[src/rtl/apb2axi_pkg.sv]
// Shared types for the APB-to-AXI bridge: directory/completion records,
// default widths and the gateway completion-slice states.
package apb2axi_pkg;

   localparam int AXI_ADDR_W       = 32;
   localparam int TAG_W            = 4;
   localparam int GW_REQ_DEPTH_DEF = 4;

   typedef struct packed {
      logic [TAG_W-1:0]      tag;
      logic [AXI_ADDR_W-1:0] addr;
      logic [7:0]            len;
      logic [2:0]            size;
      logic                  is_write;
   } directory_entry_t;

   typedef struct packed {
      logic [TAG_W-1:0] tag;
      logic             is_write;
      logic             error;
      logic [1:0]       resp;
      logic [7:0]       num_beats;
   } completion_entry_t;

   localparam int COMPLETION_W = $bits(completion_entry_t);

   typedef enum logic {
      GW_CPL_EMPTY,
      GW_CPL_HELD
   } gw_cpl_state_e;

endpackage

[src/rtl/apb2axi_gw_req_fifo.sv]
// Synchronous request FIFO for the gateway; DEPTH must be a power of two so
// the pointers wrap naturally.
module apb2axi_gw_req_fifo
   import apb2axi_pkg::*;
#(
   parameter int DEPTH = GW_REQ_DEPTH_DEF
) (
   input  logic             clk_i,
   input  logic             rst_i,
   input  logic             push_i,
   input  directory_entry_t data_i,
   input  logic             pop_i,
   output logic             full_o,
   output logic             empty_o,
   output directory_entry_t head_o
);

   localparam int PTR_W = $clog2(DEPTH);
   localparam int CNT_W = $clog2(DEPTH + 1);

   directory_entry_t mem_q [DEPTH];
   logic [PTR_W-1:0] wr_ptr_q, rd_ptr_q;
   logic [CNT_W-1:0] cnt_q;
   logic             do_push, do_pop;

   assign full_o  = (cnt_q == CNT_W'(DEPTH));
   assign empty_o = (cnt_q == '0);
   assign head_o  = mem_q[rd_ptr_q];
   assign do_push = push_i && !full_o;
   assign do_pop  = pop_i && !empty_o;

   // Storage carries no reset; only the pointers and count define validity.
   always_ff @(posedge clk_i) begin
      if (do_push) mem_q[wr_ptr_q] <= data_i;
   end

   always_ff @(posedge clk_i) begin
      if (rst_i) begin
         wr_ptr_q <= '0;
         rd_ptr_q <= '0;
         cnt_q    <= '0;
      end else begin
         if (do_push) wr_ptr_q <= wr_ptr_q + PTR_W'(1);
         if (do_pop)  rd_ptr_q <= rd_ptr_q + PTR_W'(1);
         unique case ({do_push, do_pop})
            2'b10:   cnt_q <= cnt_q + CNT_W'(1);
            2'b01:   cnt_q <= cnt_q - CNT_W'(1);
            default: cnt_q <= cnt_q;
         endcase
      end
   end

endmodule

[src/rtl/apb2axi_gateway_v2.sv]
// PCLK-domain request/completion hub: request FIFO, tag-throttled allocation,
// two-way completion fork. Optional statistics under APB2AXI_GW_STATS_EN.
module apb2axi_gateway_v2 #(
   parameter int AXI_ADDR_W      = apb2axi_pkg::AXI_ADDR_W,
   parameter int TAG_W           = apb2axi_pkg::TAG_W,
   parameter int COMPLETION_W    = apb2axi_pkg::COMPLETION_W,
   parameter int REQ_DEPTH       = apb2axi_pkg::GW_REQ_DEPTH_DEF,
   parameter int MAX_OUTSTANDING = 2**TAG_W,
   parameter int STAT_W          = 16
) (
   input  logic                                   pclk,
   input  logic                                   preset,
   input  logic                                   commit_pulse,
   input  logic [AXI_ADDR_W-1:0]                  addr,
   input  logic [7:0]                             len,
   input  logic [2:0]                             size,
   input  logic                                   is_write,
   output logic                                   req_full,
   output logic                                   req_overflow,
   input  logic                                   req_ovf_clr,
   output apb2axi_pkg::directory_entry_t          dir_alloc_entry,
   output logic                                   dir_alloc_valid,
   input  logic                                   dir_alloc_ready,
   input  logic [TAG_W-1:0]                       dir_alloc_tag,
   output logic                                   alloc_tag_valid,
   output logic [TAG_W-1:0]                       alloc_tag,
   input  logic                                   gw_cpl_valid,
   output logic                                   gw_cpl_ready,
   input  logic [COMPLETION_W-1:0]                gw_cpl_data,
   output logic                                   dir_cpl_valid,
   input  logic                                   dir_cpl_ready,
   output logic                                   rd_status_valid,
   input  logic                                   rd_status_ready,
   output logic [TAG_W-1:0]                       dir_cpl_tag,
   output logic                                   dir_cpl_is_write,
   output logic                                   dir_cpl_error,
   output logic [1:0]                             dir_cpl_resp,
   output logic [7:0]                             dir_cpl_num_beats,
   output logic [TAG_W-1:0]                       rd_status_tag,
   output logic                                   rd_status_is_write,
   output logic                                   rd_status_error,
   output logic [1:0]                             rd_status_resp,
   output logic [7:0]                             rd_status_num_beats,
   input  logic                                   dir_cons_valid,
   input  logic [TAG_W-1:0]                       dir_cons_tag,
   output logic [$clog2(MAX_OUTSTANDING+1)-1:0]   outstanding
`ifdef APB2AXI_GW_STATS_EN
   ,
   output logic [STAT_W-1:0]                      stat_alloc_cnt,
   output logic [STAT_W-1:0]                      stat_cpl_cnt,
   output logic [STAT_W-1:0]                      stat_err_cnt
`endif
);

   import apb2axi_pkg::*;

   localparam int OUT_W = $clog2(MAX_OUTSTANDING + 1);

   function automatic logic [STAT_W-1:0] sat_inc(input logic [STAT_W-1:0] v, input logic en);
      return (en && (v != '1)) ? v + STAT_W'(1) : v;
   endfunction

   directory_entry_t  push_entry, head_entry;
   completion_entry_t gw_entry, cpl_q, cpl_d;
   gw_cpl_state_e     state_q, state_d;
   logic              fifo_full, fifo_empty, push, alloc_hs;
   logic              ovf_q, ovf_d, atv_q;
   logic [TAG_W-1:0]  atag_q, atag_d;
   logic [OUT_W-1:0]  out_q, out_d;
   logic              dsent_q, dsent_d, rsent_q, rsent_d;
   logic              dir_hs, rd_hs, done, cap;
   logic              unused_cons_tag;

   assign unused_cons_tag = ^dir_cons_tag;

   always_comb begin
      push_entry          = '0;
      push_entry.addr     = addr;
      push_entry.len      = len;
      push_entry.size     = size;
      push_entry.is_write = is_write;
   end

   // Fullness is registered, so a commit on a full FIFO is lost even if a pop
   // frees a slot in the same cycle.
   assign push = commit_pulse && !fifo_full;

   apb2axi_gw_req_fifo #(.DEPTH(REQ_DEPTH)) u_req_fifo (
      .clk_i   (pclk),
      .rst_i   (preset),
      .push_i  (push),
      .data_i  (push_entry),
      .pop_i   (alloc_hs),
      .full_o  (fifo_full),
      .empty_o (fifo_empty),
      .head_o  (head_entry)
   );

   assign req_full        = fifo_full;
   assign req_overflow    = ovf_q;
   assign dir_alloc_valid = !fifo_empty && (out_q < OUT_W'(MAX_OUTSTANDING));
   assign dir_alloc_entry = fifo_empty ? '0 : head_entry;
   assign alloc_hs        = dir_alloc_valid && dir_alloc_ready;
   assign alloc_tag_valid = atv_q;
   assign alloc_tag       = atag_q;
   assign outstanding     = out_q;

   always_comb begin
      ovf_d  = ovf_q;
      atag_d = atag_q;
      out_d  = out_q;
      if (commit_pulse && fifo_full) ovf_d = 1'b1;
      else if (req_ovf_clr)          ovf_d = 1'b0;
      if (alloc_hs) atag_d = dir_alloc_tag;
      unique case ({alloc_hs, dir_cons_valid && (out_q != '0)})
         2'b10:   out_d = out_q + OUT_W'(1);
         2'b01:   out_d = out_q - OUT_W'(1);
         default: out_d = out_q;
      endcase
   end

   assign gw_entry = completion_entry_t'(gw_cpl_data);

   // Each destination is released independently; the slice frees (or reloads)
   // only once both have taken the held completion.
   always_comb begin
      state_d         = state_q;
      cpl_d           = cpl_q;
      dir_cpl_valid   = 1'b0;
      rd_status_valid = 1'b0;
      if (state_q == GW_CPL_HELD) begin
         dir_cpl_valid   = !dsent_q;
         rd_status_valid = !rsent_q;
      end
      dir_hs       = dir_cpl_valid && dir_cpl_ready;
      rd_hs        = rd_status_valid && rd_status_ready;
      done         = (state_q == GW_CPL_HELD) && (dsent_q || dir_hs) && (rsent_q || rd_hs);
      gw_cpl_ready = (state_q == GW_CPL_EMPTY) || done;
      cap          = gw_cpl_valid && gw_cpl_ready;
      dsent_d      = dsent_q || dir_hs;
      rsent_d      = rsent_q || rd_hs;
      if (cap) begin
         cpl_d   = gw_entry;
         dsent_d = 1'b0;
         rsent_d = 1'b0;
         state_d = GW_CPL_HELD;
      end else if (done) begin
         state_d = GW_CPL_EMPTY;
      end
   end

   always_ff @(posedge pclk) begin
      if (preset) begin
         ovf_q   <= 1'b0;
         atv_q   <= 1'b0;
         atag_q  <= '0;
         out_q   <= '0;
         state_q <= GW_CPL_EMPTY;
         cpl_q   <= '0;
         dsent_q <= 1'b0;
         rsent_q <= 1'b0;
      end else begin
         ovf_q   <= ovf_d;
         atv_q   <= alloc_hs;
         atag_q  <= atag_d;
         out_q   <= out_d;
         state_q <= state_d;
         cpl_q   <= cpl_d;
         dsent_q <= dsent_d;
         rsent_q <= rsent_d;
      end
   end

   assign dir_cpl_tag         = cpl_q.tag;
   assign dir_cpl_is_write    = cpl_q.is_write;
   assign dir_cpl_error       = cpl_q.error;
   assign dir_cpl_resp        = cpl_q.resp;
   assign dir_cpl_num_beats   = cpl_q.num_beats;
   assign rd_status_tag       = cpl_q.tag;
   assign rd_status_is_write  = cpl_q.is_write;
   assign rd_status_error     = cpl_q.error;
   assign rd_status_resp      = cpl_q.resp;
   assign rd_status_num_beats = cpl_q.num_beats;

`ifdef APB2AXI_GW_STATS_EN
   logic [STAT_W-1:0] st_alloc_q, st_cpl_q, st_err_q;

   always_ff @(posedge pclk) begin
      if (preset) begin
         st_alloc_q <= '0;
         st_cpl_q   <= '0;
         st_err_q   <= '0;
      end else begin
         st_alloc_q <= sat_inc(st_alloc_q, alloc_hs);
         st_cpl_q   <= sat_inc(st_cpl_q, cap);
         st_err_q   <= sat_inc(st_err_q, cap && gw_entry.error);
      end
   end

   assign stat_alloc_cnt = st_alloc_q;
   assign stat_cpl_cnt   = st_cpl_q;
   assign stat_err_cnt   = st_err_q;
`endif

endmodule

[config.mk]
export PLATFORM = sky130hd
export DESIGN_NAME = apb2axi_gateway_v2
export DESIGN_NICKNAME = d
export VERILOG_FILES = /design/src/rtl/apb2axi_pkg.sv /design/src/rtl/apb2axi_gw_req_fifo.sv /design/src/rtl/apb2axi_gateway_v2.sv
export SDC_FILE = /design/constraint.sdc
export NUM_CORES = 1
export LEC_CHECK = 0
export CELL_PAD_IN_SITES_DETAIL_PLACEMENT = 0
export CELL_PAD_IN_SITES_GLOBAL_PLACEMENT = 1
export CORE_UTILIZATION = 43
export CTS_BUF_LIST = sky130_fd_sc_hd__clkbuf_16
export CTS_CLUSTER_SIZE = 25
export DETAILED_ROUTE_END_ITERATION = 10
export PLACE_DENSITY_LB_ADDON = 0.1
export RECOVER_POWER = 50
export SKIP_LAST_GASP = 1
export SYNTH_ARGS = -nofsm -noshare
export SYNTH_HDL_FRONTEND = slang
export SYNTH_SLANG_ARGS = --single-unit
[constraint.sdc]
create_clock -name pclk -period 3.4 [get_ports pclk]
set_clock_uncertainty 0.1 [all_clocks]
set_input_delay 0.68 -clock pclk [delete_from_list [all_inputs] [get_ports pclk]]
set_output_delay 0.68 -clock pclk [all_outputs]
set_load 0.1 [all_outputs]
==> results of run 1 <==
[flip-flops by register name, indices dropped and copies added, names as in the netlist, 2 cells and up, named ones only]
name,flops
u_req_fifo.mem_q,176
dir_cpl_num_beats,8
outstanding,5
alloc_tag,4
dir_cpl_tag,4
u_req_fifo.cnt_q,3
dir_cpl_resp,2
u_req_fifo.rd_ptr_q,2
u_req_fifo.wr_ptr_q,2
[worst max path at each step]
| stage | start | to | slack, ns |
|---|---|---|---|
| final | outstanding[4] | outstanding[4] | 0.39 |
| after global routing | outstanding[4] | outstanding[4] | 0.22 |
| after CTS | flip-flop | dir_alloc_entry[38] | 0.37 |
| after detailed placement | dir_alloc_ready | outstanding[4] | 0.12 |
| after global placement | dir_alloc_ready | outstanding[4] | 0.18 |
| after floorplan | outstanding[4] | outstanding[4] | 0.03 |
[stage by stage]
step / worst slack (ns) / cells / cell area [sq um]
global route: 0.218 / 956 / 10900
global placement: 0.182 / 910 / 10300
CTS: 0.375 / 954 / 11000
detailed placement: 0.124 / 910 / 10300
floorplan: 0.0291 / 513 / 8560
finish: 0.387 / 958 / 10900
[cell families (layout without fill, tap and decap cells)]
family / count (synthesis) / in the layout / synth area share
DFF: 215 / 215 / 0.710
and+or+nand+nor: 129 / 129 / 0.0795
buffers and inverters: 56 / 232 / 0.0359
muxes: 50 / 50 / 0.123
AOI/OAI and AO/OA: 44 / 44 / 0.0311
adders and majority gates: 8 / 8 / 0.0126
xor gates and xnor gates: 7 / 7 / 0.00718
other: 1 / 8 / 0.000439
[routing by layer]
layer | vias to the layer above | part of all wire
li1 | 2224 | -
met4 | 2 | 0.013
met1 | 2395 | 0.41
met2 | 133 | 0.51
met3 | 24 | 0.064
met5 | - | 0.00059
[synthesized netlist by cell type (2+ instances only)]
| library cell | number |
|---|---|
| edfxtp_1 | 176 |
| a211o_1 | 2 |
| nor3_1 | 2 |
| nor2_1 | 18 |
| ha_1 | 7 |
| and2_1 | 5 |
| mux2i_1 | 4 |
| or3_1 | 2 |
| nor2b_1 | 49 |
| buf_4 | 22 |
| nand3b_1 | 2 |
| mux4_2 | 44 |
| a31oi_1 | 2 |
| inv_1 | 9 |
| xor2_1 | 5 |
| dfxtp_1 | 39 |
| o21ai_0 | 2 |
| xnor2_1 | 2 |
| a21o_1 | 2 |
| buf_2 | 5 |
| clkbuf_1 | 16 |
| mux2_2 | 2 |
| nand2_1 | 43 |
| a21oi_1 | 29 |
[cell type report]
| cell class | instances | area share |
|---|---|---|
| diodes | 4 | 0.000922 |
| clock inverters | 19 | 0.0100 |
| repair buffers | 178 | 0.136 |
| clock buffers | 25 | 0.0576 |
| multi-input cells | 242 | 0.202 |
| flip-flops and latches | 215 | 0.559 |
| inverters | 10 | 0.00346 |
| well taps | 265 | 0.0305 |
[worst reg2reg max path: stages, from the launching register on]
cell,delay [ns]
dfxtp_1,0.39
or4_4,0.58
o21ai_4,0.21
inv_1,0.07
ha_1,0.20
xor2_1,0.15
ha_1,0.20
or3_1,0.31
a21oi_1,0.21
nand3b_1,0.12
a211o_1,0.27
a21oi_1,0.13
==> reports/summary.md, run 1 <==
The clock drives 215 sinks. The floorplan step set the die height to 143 um. The netlist area before placement was 8540 sq um; the number of DRC markers in iteration 0 was 154. For this run, design rule violations remaining after detail routing come to 0. The logs give 0.49 ns for the clock latency reported for the late side of the worst-skew pair and 40 for the final number of max-transition violations. Post-CTS repair changed the size of 0 cells. The setup slack of the most critical reg-to-reg path was 0.39 ns. Layout filler cell count: 1585.

In the final routed layout, each cell accounts on average for 17.6 um. The run gives 4951 as the via count of the first global-routing pass. The run gives 0 as the number of hold buffers added after CTS.

The path category of the worst min-delay check was flip-flop to flip-flop. The area growth from synthesis to layout is 27.1%. The count of buffers added on input and output ports is 164. The most common flop cell mapped by yosys is edfxtp_1. Number of placed I/O pins: 173. The tools report the largest net degree at the start of global routing as 47.

The final wirelength was 16800 um; the number of antenna violations at the first check in global routing was 5. The worst setup path is of the flip-flop to flip-flop kind. In the layout the commonest cells are 176 x edfxtp_1, 62 x buf_4, 49 x nor2b_1. Setup repair after global routing left no endpoint under its margin.

The run gives -0.195 as the relative max-transition margin. The utilization of the core after routing is 0.558, and the depth of the worst register-to-register path is 11. CTS placed an instance of clkbuf_16 at the clock tree root.

The run gives 1 as the H-tree depth reported by CTS. The endpoint identified for the worst register-to-register timing path is outstanding[4]. In this design, the largest share of critical-path delay is due to simple AND/OR/NAND/NOR gates. Walking the worst path, the cells encountered are or4_4 -> o21ai_4 -> inv_1 -> ha_1 -> xor2_1 -> ha_1 -> or3_1 -> a21oi_1 -> nand3b_1 -> a211o_1 -> a21oi_1. On the final layout, the worst hold slack is 0.357 ns. In the post-synthesis netlist, the biggest area contributors are edfxtp_1 62%, mux4_2 12%, dfxtp_1 9.1%.

For the pin with the worst max-slew slack, the measured transition is 1.79 ns. After global routing the overflow that remains totals 0. In this run the post-CTS setup repair buffer count came out at 0. The synthesized area per cell is 16.8 sq um, and the proportion of layout cells with a drive suffix above 1 is 0.235. The area share of the largest cell type after synthesis was 0.619; the register bit count reported by yosys was 215. edfxtp_1 takes more of the synthesized area than any other cell. After detailed routing, the number of vias per cell comes to 4.99.

The worst setup path is launched from a flip-flop. After synthesis, the netlist uses 45 different library cells. The logs give 0.332 GHz for the maximum achievable frequency and 3 for the number of buffers on the longest clock path. The ratio of final minimum period to clock period was 0.886; the multi-input gate area in the final layout was 2190 sq um.

The worst-path cell with the longest stage delay is or4_4. Data arrives at the worst endpoint at 3.31 ns. The number of enable flip-flop cells after synthesis is 176, and the half-perimeter wire length after detailed placement is 10200 um. After technology mapping, the gate count stands at 510. After routing, the total negative slack on setup checks comes to 0 ns. The max-cap check violation count came out at 1.

The initial standard-cell utilization of the core came out at 0.439. Of all nets on the critical path, the largest fanout is 7. After floorplanning, the core was divided into 51 placement rows. The count of buffering cells on the critical path with inverters included was 1; the global placer's final weighted congestion was 0.714.

TritonCTS built the clock tree. The run gives 25900 um as the wire length of the first global-routing pass. The number of buffers created by CTS is 24. The final setup violation count was 0; the critical path depth in cells was 11. The tools report the met2 usage in global routing as 0.298. The number of cells traversed by the worst hold path was 2.

The worst hold path terminates at alloc_tag[1]. For the number of detailed-routing iterations run before antenna repair, the log shows 6. After the last flow step, the layout net total stands at 756. For this run, the slowest stage of the critical path takes 0.58 ns. The startpoint identified for the worst register-to-register timing path is outstanding[4]. The global routing stage identified its most utilized layer as met2.

Endpoint class of the critical path: a flip-flop. The tools report the area enclosed by the die boundary as 20400 sq um. The run gives 0.0396 as the fraction of met3 tracks used by global routing.

The run finished, with violations left. The logs give 0 for the warning count from the yosys run and 0.710 for the post-synthesis sequential area ratio. In the final layout, flip-flops and latches occupy 6070 sq um. The global-route met1 utilization is 0.205, and the width of the die is 143 um. The detail route stage leaves a number of antenna-violating nets equal to 0. The clock period could shrink to 3.01 ns. The startpoint identified for the worst hold timing path is alloc_tag[1]. After clock tree synthesis, the clock-pin slew on the worst setup and hold paths is 0.06 ns. Leading cell type in the layout, fill and taps excluded: edfxtp_1. The region available for standard cell placement spans 19500 sq um.

Share of async-settable or async-resettable flops after synthesis: 0. STA puts the critical path data required time at 3.70 ns. The final reports fail on max-capacitance violations, max-slew violations. The tools report the overall global routing resource usage as 0.168. The routed layout has 4778 vias.

The tools report the number of failing hold endpoints at the final stage as 0.
Power of run 1 is not shown: default switching activity piles up to over one toggle a cycle in this logic, so the estimate is an artifact.
==> run 2: changes to the inputs <==
--- a/config.mk
+++ b/config.mk
@@ -5,8 +5,10 @@
 export SDC_FILE = /design/constraint.sdc
 export NUM_CORES = 1
 export LEC_CHECK = 0
+export CAP_MARGIN = 30
 export CELL_PAD_IN_SITES_DETAIL_PLACEMENT = 0
 export CELL_PAD_IN_SITES_GLOBAL_PLACEMENT = 1
+export CORE_ASPECT_RATIO = 1.4
 export CORE_UTILIZATION = 43
 export CTS_BUF_LIST = sky130_fd_sc_hd__clkbuf_16
 export CTS_CLUSTER_SIZE = 25
==> run 2 against run 1 <==
Net effect:
- the run now ends clean
- routed wire length about the same
- sequential share of layout area decreased by 0.78 points
- die area about the same
- final cell count decreased by 2.8%
- via count increased by 0.25%
- non-clock buffer count increased by 2
- worst hold slack improved by 0.0030 ns
- first-iteration DRC count increased by 32%
- core utilization increased by 1.1 points
- fmax increased by 0.18%
- highest routed layer unchanged
==> reports/summary.md, run 2 (same netlist as run 1, synthesis figures left out) <==
At the worst endpoint, the required time is 3.69 ns. The worst-path cell with the longest stage delay was dlygate4sd3_1. From bottom edge to top edge, the die measures 169 um.

Relative to the synthesized area, the layout overhead comes to 28.9%. For the detailed-routing wirelength on met1, the log shows 6520 um. TritonCTS built the clock tree.

Final wirelength: 16800 um. The flow ran to the end, and the final reports show no timing, DRC or antenna violations. The width of the die is 121 um. The area enclosed by the die boundary came out at 20400 sq um. The kind of critical path is primary input to flip-flop.

Static timing analysis puts the maximum clock frequency at 0.333 GHz. The transition at the pin with the smallest max-transition slack was 1.30 ns; the number of detailed-routing iterations run before antenna repair was 5. The per-cell routed wire length was 18.1 um.

The number of nets at the end of the flow is 755, and the number of rows in the core area is 60. The final number of max-transition violations came out at 0. The tools report the relative max-transition margin as 0.136. In this design, the largest share of critical-path delay is due to buffers and inverters.

The tools report the H-tree depth reported by CTS as 1. The kind of start point of the critical path was a primary input. Across all layers, the routed design uses 4790 vias. In the layout the commonest cells are 176 x edfxtp_1, 49 x nor2b_1, 46 x dlygate4sd3_1, 46 x buf_4, 44 x mux4_2.

At the later pin of the worst-skew pair, clock insertion delay measures 0.48 ns. The run gives 0 as the number of failing hold endpoints at the final stage. The most used cell along the critical path was inv_1. The max-cap check violation count came out at 0. For this design, the sink count on the clock tree is 215. Clock-pin slew was measured on the worst setup and hold paths at 0.06 ns. The logs give 0 for the number of routed nets with antenna violations and 0 for the post-cts sizing count. Global routing finished with a remaining overflow of 0.

The proportion of layout cells with a drive suffix above 1 was 0.227; the number of setup buffers added after CTS was 0. The met2 routed wirelength is 8840 um, and the final setup violation count is 0. For this block, the initial DRC count from the detailed router was 203. The post-detailed-route via-to-cell ratio works out to 5.15. The ratio of final minimum period to clock period works out to 0.884. Wire segments on met3 add up to 1180 um in the final route.

The logs give 2 for the number of antenna violations at the first check in global routing and 47 for the largest net degree at the start of global routing. The run gives 173 as the number of placed I/O pins. The number of hold buffers added after CTS was 0. Traced cell by cell, the critical path runs through dlygate4sd3_1 -> inv_1 -> nor3_1 -> clkbuf_1 -> ha_1 -> inv_1 -> fa_1 -> xor2_1 -> or3_1 -> a21oi_1. In the routed design, unresolved DRC markers number 0. The arrival time of data at the critical path endpoint is 3.30 ns. The leading cell type in the layout, fill and taps excluded was edfxtp_1. In this run the deepest clock path goes through 3 buffers. Detailed placement ended at an HPWL of 10200 um. The uppermost layer routed was met5.

The congestion estimate from routability-driven global placement came to 0.746. The area of the core is 19400 sq um, and the maximum single-stage delay on the critical path is 0.53 ns. The sum of negative setup slack was 0 ns; the final critical delay including setup and external delays was 3.01 ns. The overall global routing resource usage came out at 0.171. The first global-routing pass estimated 26700 um of wire. The cell at the root of the clock tree was clkbuf_16.

The number of buffers and inverters on the critical path is 4. Port buffering added 164 buffers. The logs give 5053 for the via count of the first global-routing pass and 0.441 for the initial standard-cell utilization of the core.

TritonCTS created 21 clock buffers. Setup repair after global routing left no endpoint under its margin. The register with the most flip-flops in the final layout is u_req_fifo.mem_q. The path class of the tightest hold or removal check is flip-flop to flip-flop. The tools report the endpoint class of the critical path as a flip-flop. The peak fanout along the critical path is 9.

The register with the most flip-flops in the layout has 176 of them.
run 2: metal layers:
layer | track usage | up-vias
li1 | - | 2208
met1 | 0.207 | 2405
met2 | 0.301 | 153
met3 | 0.0381 | 22
met4 | 0.0521 | 2
met5 | 0 | -
run 2: final timing paths:
check | start | endpoint | slack (ns) | depth (start not counted)
max | dir_alloc_ready | u_req_fifo.cnt_q[2] | 0.39 | 10
min | alloc_tag[2] | alloc_tag[2] | 0.36 | 2
max reg2reg | outstanding[0] | outstanding[4] | 0.43 | 11
min reg2reg | alloc_tag[2] | alloc_tag[2] | 0.36 | 2
run 2: layout make-up:
| type | instances | area, sq um |
|---|---|---|
| Antenna cell | 1 | 2.50 |
| Clock buffer | 21 | 526 |
| Clock inverter | 14 | 243 |
| Fill cell | 1584 | 8360 |
| Inverter | 10 | 37.5 |
| Multi-Input combinational cell | 242 | 2180 |
| Sequential cell | 215 | 6070 |
| Tap cell | 248 | 310 |
| Timing Repair Buffer | 180 | 1640 |
run 2: stage by stage:
step	setup WS [ns]	cells	utilization	cell area [sq um]	hold WS [ns]
after global placement	0.215	895	0.537	10400	0.345
after global routing	0.232	931	0.569	11000	0.387
after detailed placement	0.187	895	0.537	10400	0.357
after CTS	0.374	930	0.577	11200	0.366
final	0.393	931	0.569	11000	0.360
after floorplan	0.0291	513	-	8560	0.378
run 2: tightest hold or removal path, cell delays in order (launching register included):
cell and delay, ns:
dfxtp_1 0.31, nand2_1 0.05, a21oi_1 0.05
Power of run 2 is left out for the same reason.
==> run 3: changes to the inputs <==
--- a/config.mk
+++ b/config.mk
@@ -16,6 +16,8 @@
 export PLACE_DENSITY_LB_ADDON = 0.1
 export RECOVER_POWER = 50
 export SKIP_LAST_GASP = 1
+export SLEW_MARGIN = 40
 export SYNTH_ARGS = -nofsm -noshare
 export SYNTH_HDL_FRONTEND = slang
 export SYNTH_SLANG_ARGS = --single-unit
+export TNS_END_PERCENT = 50
==> results of run 3 <==
Same layout as run 2: the final DEF is identical, and so are final timing and power.
Power of run 3 is left out for the same reason.
